## src/rtl/sim_exit_monitor.sv

```systemverilog
// End-of-test monitor: PC/tohost-driven PASS/FAIL/TIMEOUT FSM plus a UART byte sniffer FIFO.
// Optional tohost decode is enabled by defining SIM_MONITOR_TOHOST_EN.
module sim_exit_monitor #(
  parameter logic [31:0] PASS_PC        = 32'h80000130,
  parameter logic [31:0] FAIL_PC        = 32'h80000134,
  parameter logic [31:0] UART_ADDR      = 32'h92000000,
  parameter logic [31:0] TOHOST_ADDR    = 32'h80001000,
  parameter int unsigned TIMEOUT_CYCLES = 200000,
  parameter int unsigned FIFO_DEPTH     = 16,
  parameter int unsigned CNT_W          = 64
) (
  input  logic             clk_i,
  input  logic             rst_i,
  input  logic             enable_i,
  input  logic [31:0]      pc_i,
  input  logic [31:0]      d_addr_i,
  input  logic [31:0]      d_data_wr_i,
  input  logic [3:0]       d_wr_i,
  output logic             uart_hit_o,
  output logic             uart_valid_o,
  output logic [7:0]       uart_data_o,
  input  logic             uart_ready_i,
  output logic             uart_drop_o,
  output logic [2:0]       state_o,
  output logic             done_o,
  output logic [CNT_W-1:0] cycle_count_o,
  output logic [30:0]      exit_code_o
);

  localparam int unsigned IDX_W = $clog2(FIFO_DEPTH);
  localparam int unsigned PTR_W = IDX_W + 1;

  typedef enum logic [2:0] {
    ST_IDLE    = 3'd0,
    ST_RUN     = 3'd1,
    ST_PASS    = 3'd2,
    ST_FAIL    = 3'd3,
    ST_TIMEOUT = 3'd4
  } state_t;

  state_t           state_q;
  logic             done_q;
  logic [CNT_W-1:0] cnt_q;
  logic [30:0]      exit_code_q;
  logic             timeout_hit_s;
  logic             tohost_pass_s;
  logic             tohost_fail_s;

`ifdef SIM_MONITOR_TOHOST_EN
  logic tohost_wr_s;
  assign tohost_wr_s   = (d_wr_i == 4'hF) && (d_addr_i == TOHOST_ADDR);
  assign tohost_pass_s = tohost_wr_s && (d_data_wr_i == 32'd1);
  assign tohost_fail_s = tohost_wr_s && d_data_wr_i[0] && (d_data_wr_i != 32'd1);
`else
  logic unused_s;
  assign tohost_pass_s = 1'b0;
  assign tohost_fail_s = 1'b0;
  assign unused_s      = ^TOHOST_ADDR;
`endif

  assign timeout_hit_s = (TIMEOUT_CYCLES != 32'd0) && (cnt_q == CNT_W'(TIMEOUT_CYCLES));

  // Run-state FSM; terminal states hold until reset.
  always_ff @(posedge clk_i) begin
    if (!rst_i) begin
      state_q     <= ST_IDLE;
      done_q      <= 1'b0;
      exit_code_q <= 31'd0;
    end else begin
      case (state_q)
        ST_IDLE: begin
          if (enable_i) state_q <= ST_RUN;
        end
        ST_RUN: begin
          if (pc_i == PASS_PC) begin
            state_q <= ST_PASS;
            done_q  <= 1'b1;
          end else if (pc_i == FAIL_PC) begin
            state_q <= ST_FAIL;
            done_q  <= 1'b1;
          end else if (tohost_pass_s) begin
            state_q <= ST_PASS;
            done_q  <= 1'b1;
          end else if (tohost_fail_s) begin
            state_q     <= ST_FAIL;
            done_q      <= 1'b1;
            exit_code_q <= d_data_wr_i[31:1];
          end else if (timeout_hit_s) begin
            state_q <= ST_TIMEOUT;
            done_q  <= 1'b1;
          end
        end
        ST_PASS, ST_FAIL, ST_TIMEOUT: begin
          state_q <= state_q;
        end
        default: begin
          state_q <= ST_IDLE;
          done_q  <= 1'b0;
        end
      endcase
    end
  end

  // Cycle counter advances only while running, including the terminating edge.
  always_ff @(posedge clk_i) begin
    if (!rst_i) begin
      cnt_q <= '0;
    end else if (state_q == ST_RUN) begin
      cnt_q <= cnt_q + CNT_W'(1);
    end else begin
      cnt_q <= cnt_q;
    end
  end

  assign state_o       = state_q;
  assign done_o        = done_q;
  assign cycle_count_o = cnt_q;
  assign exit_code_o   = exit_code_q;

  logic [7:0]       mem_q [FIFO_DEPTH];
  logic [PTR_W-1:0] wr_ptr_q, wr_ptr_d;
  logic [PTR_W-1:0] rd_ptr_q, rd_ptr_d;
  logic             drop_q, drop_d;
  logic             empty_s, full_s, push_req_s, push_s, pop_s;

  assign uart_hit_o = (d_wr_i != 4'h0) && (d_addr_i == UART_ADDR);
  assign empty_s    = (wr_ptr_q == rd_ptr_q);
  // Same slot index with differing wrap bits means every entry is occupied.
  assign full_s     = (wr_ptr_q[PTR_W-1] != rd_ptr_q[PTR_W-1]) &&
                      (wr_ptr_q[IDX_W-1:0] == rd_ptr_q[IDX_W-1:0]);
  assign push_req_s = uart_hit_o && d_wr_i[0];
  assign pop_s      = !empty_s && uart_ready_i;
  assign push_s     = push_req_s && (!full_s || pop_s);

  // FIFO pointer and drop-flag next state.
  always_comb begin
    wr_ptr_d = wr_ptr_q;
    rd_ptr_d = rd_ptr_q;
    drop_d   = drop_q;
    if (push_s) begin
      wr_ptr_d = wr_ptr_q + PTR_W'(1);
    end else begin
      wr_ptr_d = wr_ptr_q;
    end
    if (pop_s) begin
      rd_ptr_d = rd_ptr_q + PTR_W'(1);
    end else begin
      rd_ptr_d = rd_ptr_q;
    end
    if (push_req_s && !push_s) begin
      drop_d = 1'b1;
    end else begin
      drop_d = drop_q;
    end
  end

  // FIFO pointer and drop-flag registers.
  always_ff @(posedge clk_i) begin
    if (!rst_i) begin
      wr_ptr_q <= '0;
      rd_ptr_q <= '0;
      drop_q   <= 1'b0;
    end else begin
      wr_ptr_q <= wr_ptr_d;
      rd_ptr_q <= rd_ptr_d;
      drop_q   <= drop_d;
    end
  end

  // FIFO storage; contents need no reset because the pointers define occupancy.
  always_ff @(posedge clk_i) begin
    if (push_s) begin
      mem_q[wr_ptr_q[IDX_W-1:0]] <= d_data_wr_i[7:0];
    end
  end

  assign uart_valid_o = !empty_s;
  assign uart_data_o  = empty_s ? 8'h00 : mem_q[rd_ptr_q[IDX_W-1:0]];
  assign uart_drop_o  = drop_q;

endmodule

```

## config.mk

```make
export PLATFORM = sky130hd
export DESIGN_NAME = sim_exit_monitor
export DESIGN_NICKNAME = d
export VERILOG_FILES = /design/src/rtl/sim_exit_monitor.sv
export SDC_FILE = /design/constraint.sdc
export NUM_CORES = 1
export LEC_CHECK = 0
export CAP_MARGIN = 20
export CORE_ASPECT_RATIO = 0.5
export CORE_MARGIN = 5
export CORE_UTILIZATION = 41
export DETAILED_ROUTE_END_ITERATION = 12
export PLACE_DENSITY = 0.7
export REMOVE_ABC_BUFFERS = 1
export SETUP_SLACK_MARGIN = 0.02
export SYNTH_ARGS = -nofsm -noshare
export SYNTH_HDL_FRONTEND = slang
export SYNTH_SLANG_ARGS = --single-unit
export TNS_END_PERCENT = 20
```

## constraint.sdc

```tcl
create_clock -name clk_i -period 3 [get_ports clk_i]
set_input_delay 0.75 -clock clk_i [delete_from_list [all_inputs] [get_ports clk_i]]
set_output_delay 0.75 -clock clk_i [all_outputs]
set_load 0.05 [all_outputs]
```

Yosys cells after proc, flatten, opt, wreduce, memory -nomap -nowiden
Memories as Yosys holds them, arrays and structs flattened. A register that Yosys moved wholly into a read port is not among the register bits.
Cells that the tools add are included.

word-level totals
  register bits = 79
  RAM bits = 128
  output and inout port bits = 110
  logic and storage cells = 55
  memories kept = 1

operators by class
  add/sub/neg operators = 3
  eq/ne operators = 13
  multiplexer cells = 14
  bitwise logic cells = 2
  reduce and logical (&&, ||, !) cells = 16

memory list
  memory  depth  bits a word  read ports  clocked after Yosys merged registers in  write ports  line  RTL
  mem_q   16     8            1           1                                        1            120   logic [7:0] mem_q [FIFO_DEPTH];

operators with widths
  kind                                                                number
  32-bit == test (second input constant)                              3
  64-bit by 1-bit adder with 64-bit output (second input constant)    1
  64-bit by 18-bit == test with 1-bit output (second input constant)  1
  3-bit two-way mux                                                   4
  5-bit by 1-bit adder with 5-bit output (second input constant)      2
  3-bit case mux with 3 select lines                                  1
  4-bit two-way mux                                                   2
  8-bit two-way mux                                                   1
  3-bit by 2-bit == test with 1-bit output (second input constant)    2
  1-bit logical AND                                                   6
  5-bit == test                                                       1
  1-bit two-way mux                                                   5
  4-bit == test                                                       1
  4-bit != test (second input constant)                               1
  4-bit nonzero test                                                  1
  4-bit OR reduction                                                  1
  3-bit by 1-bit == test with 1-bit output (second input constant)    1
  3-bit == test (second input constant)                               1
  1-bit zero test                                                     3
  3-bit zero test                                                     1
  3-bit AND reduction                                                 1
  3-bit OR reduction                                                  1
  2-bit != test (second input constant)                               1
  1-bit inverter                                                      2
  other kinds (4)                                                     4

Logic depth before layout (Yosys ltp)
Gate-level depths: netlist (run 1).

  word-level depth = 7
  gate-level depth with buffers = 9
  mapped depth without buffers = 7

Least setup slack after synthesis (run 1)
No wires, ideal clock.

  path type = reg2out
  from = register with a tool-made name
  to = output port uart_data_o[5]
  data arrival time = 3003 ps
  slack = -753 ps
  cell stages (with the launch flop) = 7
  buffers on the path = 3
  cell sequence = dfxtp_1 > clkbuf_1 > buf_1 > buf_2 > mux4_2 > mux2i_1 > a211oi_1

RTL lines
  element           line  RTL
  end: declaration  21    output logic [7:0] uart_data_o,

==> flow_summary.yaml, run 1 <==
clocking:
  cts_buffers: 19
  clkLatencyLatePin_ns: 0.49
  htreeDepth: 1
  postCtsHoldBufs: 0
  cts_tree: "built"
  clock_tree.buffer_depth: 3
  cts.sink_count: 211
  clk_pin_slew_ns: 0.07
  cts-root-buf: "clkbuf_16"
worst_setup_path:
  critPathSlowestCell: "mux4_2"
  slowest_delay_ns: 0.49
  regToRegEndpoint: "cycle_count_o[58]$_SDFFE_PN0P_"
  reg2reg_slack_ns: 0.27
  cp_num_buf_inv: 2
  r2r-start: "state_o[0]$_SDFFE_PN0P_"
  crit_required_ns: 2.25
  crit_chain: "buf_12 > mux4_2 > nor2b_1 > a211oi_1 > a211oi_1 > buf_12"
  cp_top_family: "multiplexers"
  crit_fanout: 12
  start_kind: "register"
  worst_setup_path_end_kind: "primary output"
  critPathArrivalTime_ns: 2.29
  critPathKind: "reg2out"
  reg2regPathDepth: 5
run:
  cap_violations: 0
synth:
  synthArstFlopShare: 0
  synth_area_leaders: "edfxtp_1 41%, dfxtp_1 18%, mux4_2 7.6%"
  ys_dominant_reg_cell: "edfxtp_1"
  synth-seq-area-share: 0.5805
  yosysTopAreaCell: "edfxtp_1"
  synth_top_area_frac: 0.4053
  synthCells: 767
  yosysWarningCount: 0
  syn_area_sq_um: 9484
  syn-mean-instance-area_sq_um: 12.37
  ys_ff_latch: 211
  ys_top_cells_by_count: "128 x edfxtp_1, 83 x dfxtp_1, 59 x nor2_1"
  ys_types: 50
  synth.most_common_cell: "edfxtp_1"
  synth_edf_count: 128
power:
  ir_worst_vdd_mv: 0.3566
  leakagePower_nw: 4.086
  p_per_area_nw_per_um2: 469.7
grt:
  grt_pass1_wl_um: 37640
  overflow: 0
  first_global_vias: 6864
  grtUsageTotal: 0.1740
  grt_max_degree: 44
  antenna_found_initial: 0
timing:
  finalCriticalPeriod_ns: 3.037
  post-route-period-util: 1.012
  rsz0062_at_grt: "yes"
  worst_pin_slew_ns: 0.8217
  finalHoldViolations: 0
  slew_headroom: 0.4515
  final_max_slew_viol_count: 0
  finClkSkew_ns: 0.01646
  layout_setup_ws_ns: -0.03744
  max_freq_ghz: 0.3292
  setup_viol: 5
route:
  via_per_inst: 5.399
  wl_per_cell_um: 18.55
  wl_met3_um: 955
  top_layer_used: "met4"
  vias: 6938
  first_pass_iters: 4
  drt_iter0_drc: 514
  wl_um: 23840
  postRouteAntennaNets: 0
  drc_errors: 0
  wl_met2_um: 12150
  wl_met1_um: 10280
layout:
  area_growth_pct: 31.23
  layoutNonFillerInstCount: 1285
  num_antenna_cells: 0
  drive_gt1_frac: 0.1554
  fin_area_sq_um: 12450
  n_fill_cell: 1913
  nNetsFinal: 1077
  final_util: 0.5461
place:
  placed_area_sq_um: 11670
  place.gp.congestion: 0.8250
  dp_cells: 1244
  portBuffers: 158
  dp_hpwl_um: 16690
min_path:
  hold_depth: 2
  worstHoldStart: "uart_drop_o$_SDFFE_PN0P_"
  hp-class: "reg2reg"
  min_to: "uart_drop_o$_SDFFE_PN0P_"
floorplanning:
  start_util: 0.4162
  die-area_sq_um: 26460
  die_w_um: 225.1
  die_h_um: 117.5
  io_pins: 214
  core-area_sq_um: 22790
  num_rows: 39
run_status:
  violations: "negative setup slack"
  status: "finished, violations left"
## worst reg2reg max path, cell delays in order, from the launching register on
cell,delay (ns)
dfxtp_1,0.49
nand4bb_4,0.19
or4_4,0.62
or4b_1,0.66
or4_1,0.55
a21oi_1,0.15
## area by class of cell
type,instances,area (sq um),area share
Multi-Input combinational cell,508,3744,0.3008
Clock inverter,3,21.27,0.001709
Clock buffer,30,578.1,0.04645
Inverter,14,52.55,0.004222
Timing Repair Buffer,212,2153,0.1730
Tap cell,307,384.1,0.03086
Sequential cell,211,5513,0.4429
## where the power goes
| group | leakage (nW) | internal [mW] | switching, mW |
|---|---|---|---|
| clock network | 0.291 | 1.33 | 1.03 |
| registers | 1.82 | 3.08 | 0.0220 |
| logic | 1.97 | 0.151 | 0.237 |
| total | 4.09 | 4.56 | 1.29 |
## cells by family (layout without fill, tap and decap cells)
logic type | Yosys count | count (layout) | share of synthesized area
simple gates | 290 | 290 | 0.1749
flops | 211 | 211 | 0.5805
compound gates | 92 | 92 | 0.06148
buf+inv | 78 | 259 | 0.04340
mux | 50 | 50 | 0.09499
xor+xnor | 38 | 38 | 0.03509
fa+ha+maj | 7 | 7 | 0.009234
other cells | 1 | 31 | 0.0003954
## cell usage in the layout (no fill, tap or decap), drive strengths merged, types with 16 or more instances in the layout
cell,n
a211oi,16
or3,19
clkbuf,31
nor4,32
clkdlybuf4s50,148
mux2i,18
o21ai,17
nand3,23
nand4,34
buf,63
conb,31
a21oi,31
edfxtp,128
dfxtp,83
nand2,35
nor2,59
mux4,32
xor2,24
nor3,18
## metrics by stage
step | hold WS, ns | setup slack (ns) | setup TNS (ns) | power [mW]
6_report | 0.4821 | -0.03744 | -0.09260 | 5.846
3_5_place_dp | 0.4788 | -0.1864 | -9.983 | 3.552
2_1_floorplan | 0.4542 | -1.053 | -12.60 | 3.368
4_1_cts | 0.4923 | -0.05462 | -0.2926 | 5.907
5_1_grt | 0.5326 | -0.1361 | -0.7614 | 6.056
3_3_place_gp | 0.4524 | -0.08460 | -6.630 | 3.544
## layer usage
layer,GRT usage,vias up
li1,-,3285
met1,0.2304,3459
met2,0.3043,158
met3,0.02716,36
met4,0.03702,0
met5,0,-
## flip-flops by register name, indices dropped and copies added (netlist names), named ones only
| signal | flops |
|---|---|
| uart_drop_o | 1 |
| state_o | 3 |
| cycle_count_o | 64 |
| done_o | 1 |
| wr_ptr_q | 5 |
| mem_q | 128 |
| rd_ptr_q | 5 |
## worst max path at each step
stage,start,end,cells past startpoint,slack [ns]
floorplan,register,uart_data_o[0],4,-1.05
global placement,d_addr_i[31],mem_q[3][4]$_DFFE_PP_,8,-0.08
detailed placement,d_addr_i[26],mem_q[3][2]$_DFFE_PP_,8,-0.19
CTS,register,uart_data_o[6],6,-0.05
global route,register,uart_data_o[4],6,-0.14
finish,register,uart_data_o[0],6,-0.04
## what timing repair did
| item | CTS | global route |
|---|---|---|
| setup buffers | 8 | 0 |
| pin swaps | 1 | 2 |
| endpoints found under the setup margin | 8 | 10 |
| resized for setup | 13 | 9 |
| endpoints found under the hold margin | 0 | 0 |
| gates cloned | 0 | 0 |
Power figures use the tool's default switching activity.
==> inputs of run 2 (changes only) <==
Settings changed: CORE_UTILIZATION 41 to 46, PLACE_DENSITY 0.7 to 0.77, SETUP_SLACK_MARGIN 0.02 to 0.15.
==> flow_summary.yaml, run 2 (synthesis gave the netlist of run 1 again) <==
timing:
  slew_headroom: 0.5240
  finalCriticalPeriod_ns: 3.068
  layout_setup_ws_ns: -0.06818
  worst_hold_slack_ns: 0.4828
  post-route-period-util: 1.023
  worst_pin_slew_ns: 0.7130
  finalHoldViolations: 0
  finClkSkew_ns: 0.01254
  tns_ns: -0.2341
  rsz0062_at_grt: "yes"
  max_freq_ghz: 0.3259
  setup_viol: 6
  final_max_slew_viol_count: 0
grt:
  first_global_vias: 7143
  grt_max_degree: 39
  grt_pass1_wl_um: 39340
  antenna_found_initial: 0
  grtUsageTotal: 0.2059
  overflow: 0
worst_setup_path:
  reg2regPathDepth: 7
  crit_fanout: 5
  r2r-start: "cycle_count_o[0]$_SDFFE_PN0P_"
  regToRegEndpoint: "cycle_count_o[46]$_SDFFE_PN0P_"
  reg2reg_slack_ns: 0.32
  start_kind: "register"
  critPathArrivalTime_ns: 2.32
  worst_setup_path_end_kind: "primary output"
  critPathKind: "reg2out"
  crit_required_ns: 2.25
floorplanning:
  start_util: 0.4645
  core-area_sq_um: 20420
  io_pins: 214
  die-area_sq_um: 23760
  die_w_um: 213.1
  num_rows: 37
  die_h_um: 111.5
route:
  wl_per_cell_um: 19.91
  vias: 7071
  drt_iter0_drc: 661
  first_pass_iters: 5
  drc_errors: 0
  wl_um: 25020
  postRouteAntennaNets: 0
  via_per_inst: 5.625
layout:
  largest_register_ffs: 128
  mostFrequentLayoutCell: "edfxtp_1"
  mostFrequentLayoutCells: "128 x edfxtp_1, 120 x clkdlybuf4s50_1, 79 x dfxtp_1, 59 x nor2_1, 46 x buf_4"
  area_growth_pct: 34.55
  nNetsFinal: 1083
  drive_gt1_frac: 0.1758
  num_antenna_cells: 0
  n_fill_cell: 1528
run_status:
  status: "finished, violations left"
  violations: "negative setup slack"
clocking:
  clock_tree.buffer_depth: 3
  postCtsHoldBufs: 0
  cts-root-buf: "clkbuf_16"
  cts_tree: "built"
  clkLatencyLatePin_ns: 0.49
  cts_buffers: 20
  cts.sink_count: 211
  clk_pin_slew_ns: 0.06
  htreeDepth: 1
power:
  finalPower_mw: 5.929
  ir_worst_vdd_mv: 0.3101
  p_per_area_nw_per_um2: 464.6
  leakagePower_nw: 4.431
min_path:
  min_to: "wr_ptr_q[4]$_SDFFE_PN0P_"
  hold_depth: 2
  worstHoldStart: "wr_ptr_q[4]$_SDFFE_PN0P_"
  hp-class: "reg2reg"
run:
  cap_violations: 0
place:
  place.gp.congestion: 0.8078
  dp_hpwl_um: 16680
  dp_slack_ns: -0.06356
  portBuffers: 158
## run 2: power breakdown
group	total (mW)	internal [mW]	switching, mW
logic	0.394	0.147	0.246
registers	3.10	3.08	0.0248
clock network	2.43	1.39	1.04
## run 2: critical path, cell delays in order, from the launching register on
cell,delay (ns)
dfxtp_4,0.40
buf_12,0.14
buf_8,0.12
mux4_2,0.53
a211oi_2,0.30
a211oi_2,0.10
clkbuf_16,0.23
## run 2: what timing repair did
action,in CTS,in global routing
resized for setup,22,62
cloned,2,0
endpoints found under the setup margin,9,10
buffers inserted,8,6
pin swaps,8,22
## run 2: area by class of cell
cell class	count	area [sq um]	area share
clock inverter	6	61.31	0.004804
tap	273	341.6	0.02677
clock buffer	28	560.5	0.04393
sequential	211	5515	0.4322
inverter	14	52.55	0.004118
multi-input combinational	508	3896	0.3053
timing repair buffer	217	2333	0.1829
## run 2: worst max-delay path by stage
stage / start / to / slack (ns) / cells past startpoint
finish: register / uart_data_o[4] / -0.07 / 6
global route: register / uart_data_o[4] / -0.13 / 6
CTS: register / uart_data_o[4] / -0.11 / 6
detailed placement: d_addr_i[29] / uart_hit_o / -0.06 / 7
global placement: d_addr_i[31] / uart_hit_o / -0.07 / 7
floorplan: register / uart_data_o[0] / -1.05 / 4
## run 2: metrics by stage
stage               utilization  cell area, sq um  std cells
floorplan                     -              9238        733
global placement         0.5687             11610       1207
detailed placement       0.5687             11610       1207
CTS                      0.6108             12470       1251
global route             0.6251             12760       1257
finish                   0.6251             12760       1257
## run 2: metal layers
layer	global-route usage	wire, um	vias to the layer above
met2	0.3691	13070	274
met5	0	0	-
met3	0.03998	1614	32
met1	0.2633	10020	3471
met4	0.03792	323	0
li1	-	-	3294
